==> config.mk <==
export PLATFORM = sky130hd
export DESIGN_NAME = spi_responder
export DESIGN_NICKNAME = d
export VERILOG_FILES = /design/src/rtl/spi_pkg.sv /design/src/rtl/spi_sync_edge.sv /design/src/rtl/spi_responder.sv
export SDC_FILE = /design/constraint.sdc
export NUM_CORES = 1
export LEC_CHECK = 0
export CAP_MARGIN = 25
export CORE_MARGIN = 5
export CORE_UTILIZATION = 45
export DETAILED_ROUTE_END_ITERATION = 8
export PLACE_DENSITY_LB_ADDON = 0.2
export SYNTH_ARGS = -nofsm -noshare
export SYNTH_HDL_FRONTEND = slang
export SYNTH_HIERARCHICAL = 1
export SYNTH_SLANG_ARGS = --single-unit
export TNS_END_PERCENT = 30
==> constraint.sdc <==
create_clock -name sys_clk_i -period 2.45 [get_ports sys_clk_i]
set_clock_uncertainty 0.05 [all_clocks]
set_input_delay 0.3675 -clock sys_clk_i [delete_from_list [all_inputs] [get_ports sys_clk_i]]
set_output_delay 0.3675 -clock sys_clk_i [all_outputs]
set_load 0.01 [all_outputs]
==> src/rtl/spi_pkg.sv <==
`default_nettype none
// ---------------------------------------------------------------------------
// spi_pkg : shared types and defaults for the SPI responder       rev 1.0
// ---------------------------------------------------------------------------
package spi_pkg;

  typedef enum logic [1:0] {
    IDLE   = 2'd0,
    ARMED  = 2'd1,
    ACTIVE = 2'd2
  } spi_state_t;

  localparam int         DEF_DATA_W    = 8;
  localparam logic [7:0] DEF_FILL_WORD = 8'hFF;

  function automatic int cnt_width(input int w);
    return (w > 1) ? $clog2(w) : 1;
  endfunction

endpackage
`default_nettype wire

==> src/rtl/spi_sync_edge.sv <==
`default_nettype none
// ---------------------------------------------------------------------------
// spi_sync_edge : N-stage synchronizer with rise/fall strobes      rev 1.0
// ---------------------------------------------------------------------------
module spi_sync_edge #(
  parameter int   STAGES  = 2,
  parameter logic RST_VAL = 1'b0
) (
  input  logic clk_i,
  input  logic rst_i,
  input  logic d_i,
  output logic q_o,
  output logic rise_o,
  output logic fall_o
);

  logic [STAGES-1:0] sync_q;
  logic              prev_q;

  always_ff @(posedge clk_i or posedge rst_i) begin
    if (rst_i) begin
      sync_q <= {STAGES{RST_VAL}};
      prev_q <= RST_VAL;
    end else begin
      sync_q <= {sync_q[STAGES-2:0], d_i};
      prev_q <= sync_q[STAGES-1];
    end
  end

  assign q_o    = sync_q[STAGES-1];
  assign rise_o = sync_q[STAGES-1] & ~prev_q;
  assign fall_o = ~sync_q[STAGES-1] & prev_q;

endmodule
`default_nettype wire

==> src/rtl/spi_responder.sv <==
`default_nettype none
// ---------------------------------------------------------------------------
// spi_responder : SPI mode-0 responder with rx/tx valid-ready ports rev 1.0
// ---------------------------------------------------------------------------
module spi_responder
  import spi_pkg::*;
#(
  parameter int                DATA_W      = DEF_DATA_W,
  parameter int                SYNC_STAGES = 2,
  parameter logic [DATA_W-1:0] FILL_WORD   = DATA_W'(DEF_FILL_WORD)
) (
  input  logic              sys_clk_i,
  input  logic              cpu_rst_i,
  input  logic              spi_sck_i,
  input  logic              spi_mosi_i,
  input  logic              spi_cs_n_i,
  output logic              spi_miso_o,
  output logic              spi_miso_oe_o,
  input  logic [DATA_W-1:0] tx_data_i,
  input  logic              tx_valid_i,
  output logic              tx_ready_o,
  output logic [DATA_W-1:0] rx_data_o,
  output logic              rx_valid_o,
  input  logic              rx_ready_i,
  output logic              rx_overrun_o,
  input  logic              overrun_clr_i,
  output logic              busy_o
);

  localparam int                CNT_W    = cnt_width(DATA_W);
  localparam logic [CNT_W-1:0] LAST_BIT = CNT_W'(DATA_W - 1);

  logic w_sck_rise, w_sck_fall, w_mosi, w_cs_n;
  logic sck_level_unused;
  logic [1:0] cs_edge_unused, mosi_edge_unused;

  spi_sync_edge #(.STAGES(SYNC_STAGES), .RST_VAL(1'b0)) u_sync_sck (
    .clk_i(sys_clk_i), .rst_i(cpu_rst_i), .d_i(spi_sck_i),
    .q_o(sck_level_unused), .rise_o(w_sck_rise), .fall_o(w_sck_fall));

  spi_sync_edge #(.STAGES(SYNC_STAGES), .RST_VAL(1'b1)) u_sync_cs (
    .clk_i(sys_clk_i), .rst_i(cpu_rst_i), .d_i(spi_cs_n_i),
    .q_o(w_cs_n), .rise_o(cs_edge_unused[0]), .fall_o(cs_edge_unused[1]));

  spi_sync_edge #(.STAGES(SYNC_STAGES), .RST_VAL(1'b0)) u_sync_mosi (
    .clk_i(sys_clk_i), .rst_i(cpu_rst_i), .d_i(spi_mosi_i),
    .q_o(w_mosi), .rise_o(mosi_edge_unused[0]), .fall_o(mosi_edge_unused[1]));

  spi_state_t        state_q, state_d;
  logic [SYNC_STAGES-1:0] settle_q, settle_d;
  logic [CNT_W-1:0]  bitcnt_q, bitcnt_d;
  logic              boundary_q, boundary_d;
  logic [DATA_W-2:0] rx_shift_q, rx_shift_d;
  logic [DATA_W-1:0] tx_shift_q, tx_shift_d;
  logic [DATA_W-1:0] hold_q, hold_d;
  logic              hold_full_q, hold_full_d;
  logic [DATA_W-1:0] rx_data_q, rx_data_d;
  logic              rx_valid_q, rx_valid_d;
  logic              overrun_q, overrun_d;

  logic              w_load, w_word_done;
  logic [DATA_W-1:0] w_word;

  always_ff @(posedge sys_clk_i or posedge cpu_rst_i) begin
    if (cpu_rst_i) begin
      state_q     <= IDLE;
      settle_q    <= '0;
      bitcnt_q    <= '0;
      boundary_q  <= 1'b0;
      rx_shift_q  <= '0;
      tx_shift_q  <= '0;
      hold_q      <= '0;
      hold_full_q <= 1'b0;
      rx_data_q   <= '0;
      rx_valid_q  <= 1'b0;
      overrun_q   <= 1'b0;
    end else begin
      state_q     <= state_d;
      settle_q    <= settle_d;
      bitcnt_q    <= bitcnt_d;
      boundary_q  <= boundary_d;
      rx_shift_q  <= rx_shift_d;
      tx_shift_q  <= tx_shift_d;
      hold_q      <= hold_d;
      hold_full_q <= hold_full_d;
      rx_data_q   <= rx_data_d;
      rx_valid_q  <= rx_valid_d;
      overrun_q   <= overrun_d;
    end
  end

  always_comb begin
    state_d     = state_q;
    // cs_n synchronizer resets high; wait until it has flushed before arming
    settle_d    = {settle_q[SYNC_STAGES-2:0], 1'b1};
    bitcnt_d    = bitcnt_q;
    boundary_d  = boundary_q;
    rx_shift_d  = rx_shift_q;
    tx_shift_d  = tx_shift_q;
    hold_d      = hold_q;
    hold_full_d = hold_full_q;
    rx_data_d   = rx_data_q;
    rx_valid_d  = rx_valid_q;
    overrun_d   = overrun_q;
    w_load      = 1'b0;
    w_word_done = 1'b0;
    w_word      = {rx_shift_q, w_mosi};

    case (state_q)
      IDLE: begin
        if (settle_q[SYNC_STAGES-1] && w_cs_n) state_d = ARMED;
      end
      ARMED: begin
        if (!w_cs_n) begin
          state_d    = ACTIVE;
          w_load     = 1'b1;
          bitcnt_d   = '0;
          boundary_d = 1'b0;
        end
      end
      ACTIVE: begin
        if (w_cs_n) begin
          state_d    = ARMED;
          bitcnt_d   = '0;
          boundary_d = 1'b0;
        end else if (w_sck_rise) begin
          rx_shift_d = w_word[DATA_W-2:0];
          if (bitcnt_q == LAST_BIT) begin
            bitcnt_d    = '0;
            boundary_d  = 1'b1;
            w_word_done = 1'b1;
          end else begin
            bitcnt_d = bitcnt_q + CNT_W'(1);
          end
        end else if (w_sck_fall) begin
          if (boundary_q) begin
            w_load     = 1'b1;
            boundary_d = 1'b0;
          end else begin
            tx_shift_d = {tx_shift_q[DATA_W-2:0], 1'b0};
          end
        end
      end
      default: state_d = IDLE;
    endcase

    // A load drains the old holding word; a write only lands if it was empty
    if (w_load) begin
      tx_shift_d  = hold_full_q ? hold_q : FILL_WORD;
      hold_full_d = 1'b0;
    end
    if (tx_valid_i && !hold_full_q) begin
      hold_d      = tx_data_i;
      hold_full_d = 1'b1;
    end

    if (rx_valid_q && rx_ready_i) rx_valid_d = 1'b0;
    if (overrun_clr_i) overrun_d = 1'b0;
    if (w_word_done) begin
      if (!rx_valid_q || rx_ready_i) begin
        rx_data_d  = w_word;
        rx_valid_d = 1'b1;
      end else begin
        overrun_d = 1'b1;
      end
    end
  end

  assign busy_o        = (state_q == ACTIVE);
  assign spi_miso_oe_o = (state_q == ACTIVE);
  assign spi_miso_o    = (state_q == ACTIVE) & tx_shift_q[DATA_W-1];
  assign tx_ready_o    = ~hold_full_q;
  assign rx_data_o     = rx_data_q;
  assign rx_valid_o    = rx_valid_q;
  assign rx_overrun_o  = overrun_q;

endmodule
`default_nettype wire
==> run metrics <==
root buffer cell=sky130_fd_sc_hd__clkbuf_8; Fin. Hold Viols=0; fin crit share=92.49%; CTS H-tree depth=2; WP data arrival=1.85 ns; detailed-route vias per instance=5.253; count of placed standard cells in the final layout, fillers left out=273; Die ar.=0.006361 mm²; Chip Height=79.76 µm; worst slew pin tran=0.5323 ns; Max-cap violations=0; worst r2r src=state_q[0]; Worst R2R Path Depth=5; Final Instance Area=0.002638 mm²; Synth Net Count=196; post-synthesis instance area=0.002190 mm²; post-detailed-route wirelength per cell=14.90 µm; post-detailed-route DRC marker count=0; iteration-0 DRC count of the detailed router=79; total power density per cell area=848.9 mW/mm²; total track usage=14.41%; starting density of the core=46.36%; total of endpoints with negative setup slack in the final report=0; min Tclk post-route=2.266 ns; Sum Neg Setup Slack=0 ns; Post-DRT Antenna Nets=0; TritonCTS Buffers=5; wire length on met2=2076 µm; Std-Cell Core Area=0.004723 mm²; remaining global-route overflow=0; static leakage power=0.001150 µW; hold buffer count at CTS=0; cell count after synthesis=173; number of global-route vias before repair=1515; utilization after layout=55.84%; highest clock rate=441.3 MHz; worst setup path class=register to primary output; Port Buf Inserts=29; area grow syn2layout=20.46%; pin count of the biggest net entering global routing=32; TritonCTS clock tree=yes; type of element capturing the critical path=primary output; diodes inserted=0; Synth warnings=6; post-CTS setup buffer count=0; router iterations before antenna repair=4; Avg Inst Size Synth=12.66 µm²; standard-cell row count=25; reg2reg end=rx_shift_q[5]; worst rel slew slack=63.59%; critical path fanouts, max=12; Final Max Tran Viols=0; placed insts=265; required time reported for the critical path endpoint=2.03 ns; initial antenna violation count=0; number of vias in the routed layout=1434; routed metal-1 wirelength=1772 µm; horizontal die dimension=79.76 µm; Post-Place Cell Area=0.002551 mm²; type of the most critical hold path=input port to asynchronous set/reset pin; maximum root-to-sink buffer count=2; number of nets in the final layout=228; total wire length=4067 µm; RD Place Congestion=0.7725; reg2reg setup slack=0.47 ns; sort of element at the start of the critical path=register; status=complete, no violations; global-route wire length before repair=7148 µm; DP HPWL=3005 µm; layout cell share with drive strength beyond 1=19.90%; sum of met3 wire segment lengths after detailed routing=164 µm; Clock Latency Late Sink=0.29 ns; max layer used=met4; CTS clock-pin slew for the worst setup and hold paths=0.08 ns; unrepaired setup endpoints after global routing=no; number of I/O pins=30; Num Clock Sinks=49; peak ir drop on the vdd network=372.2 µV
==> layer usage <==
metal | GRT usage [%] | vias to the layer above
li1 | - | 682
met1 | 18.91 | 720
met2 | 23.12 | 26
met3 | 4.289 | 6
met4 | 4.223 | 0
met5 | 0 | -
==> final cells by class <==
type / instances / area (µm²)
flip-flops and latches: 49 / 1229
multi-input cells: 102 / 852.1
fillers: 387 / 2086
inverters: 13 / 48.80
repair buffers: 34 / 340.3
clock inverters: 1 / 7.507
clock buffers: 7 / 76.32
well taps: 67 / 83.83
==> critical path: stages, from the launching register on <==
cell and delay, ns:
sky130_fd_sc_hd__dfrtp_1 0.43, sky130_fd_sc_hd__inv_1 0.12, sky130_fd_sc_hd__ha_2 0.32, sky130_fd_sc_hd__and2_1 0.16, sky130_fd_sc_hd__clkdlybuf4s50_1 0.52
==> per-stage QoR <==
step                total power (µW)  hold WS, ns  setup slack, ns
detailed placement              1801       0.2888           0.3586
finish                          2239       0.2536           0.1840
global route                    2403       0.2827          0.07909
global placement                1742       0.2855           0.4484
floorplan                       1593      0.05868           0.6606
CTS                             2263       0.2497          0.03361
==> worst max path at each step <==
stage                    start       endpoint  depth (start not counted)
floorplan           state_q[0]   rx_data_o[0]                          7
global route        state_q[0]     spi_miso_o                          4
finish              state_q[0]     spi_miso_o                          4
CTS                 state_q[0]     spi_miso_o                          4
global placement    state_q[0]     spi_miso_o                          4
detailed placement  state_q[0]  rx_shift_q[5]                          5
==> placed cells by master (no fill, tap or decap), drive strengths merged, types with 5 or more instances in the layout <==
| cell | n |
|---|---|
| a31oi | 8 |
| buf | 5 |
| nand3 | 8 |
| dfrtp | 47 |
| clkdlybuf4s50 | 29 |
| ha | 7 |
| o21ai | 10 |
| inv | 11 |
| a2111oi | 7 |
| mux2 | 24 |
| clkbuf | 7 |
==> registers in the layout, summed over array words and instances (netlist names), 2 cells and up <==
register	flops
u_sync_mosi/sync_q	2
rx_data_o	8
u_sync_cs/sync_q	2
rx_shift_q	7
tx_shift_q	8
bitcnt_q	3
state_q	2
hold_q	8
u_sync_sck/sync_q	2
settle_q	2
==> where the power goes <==
group	switching, µW	internal [µW]	leakage, µW
clock network	254	202	0.0000385
logic	342	329	0.000499
registers	114	998	0.000613
total	710	1530	0.00115
==> repair_timing <==
action                     CTS  global route
hold endpoints to repair     0             0
resized for setup            0             1
setup endpoints to repair    0             1
No activity file was read; power rests on OpenSTA's default activity.
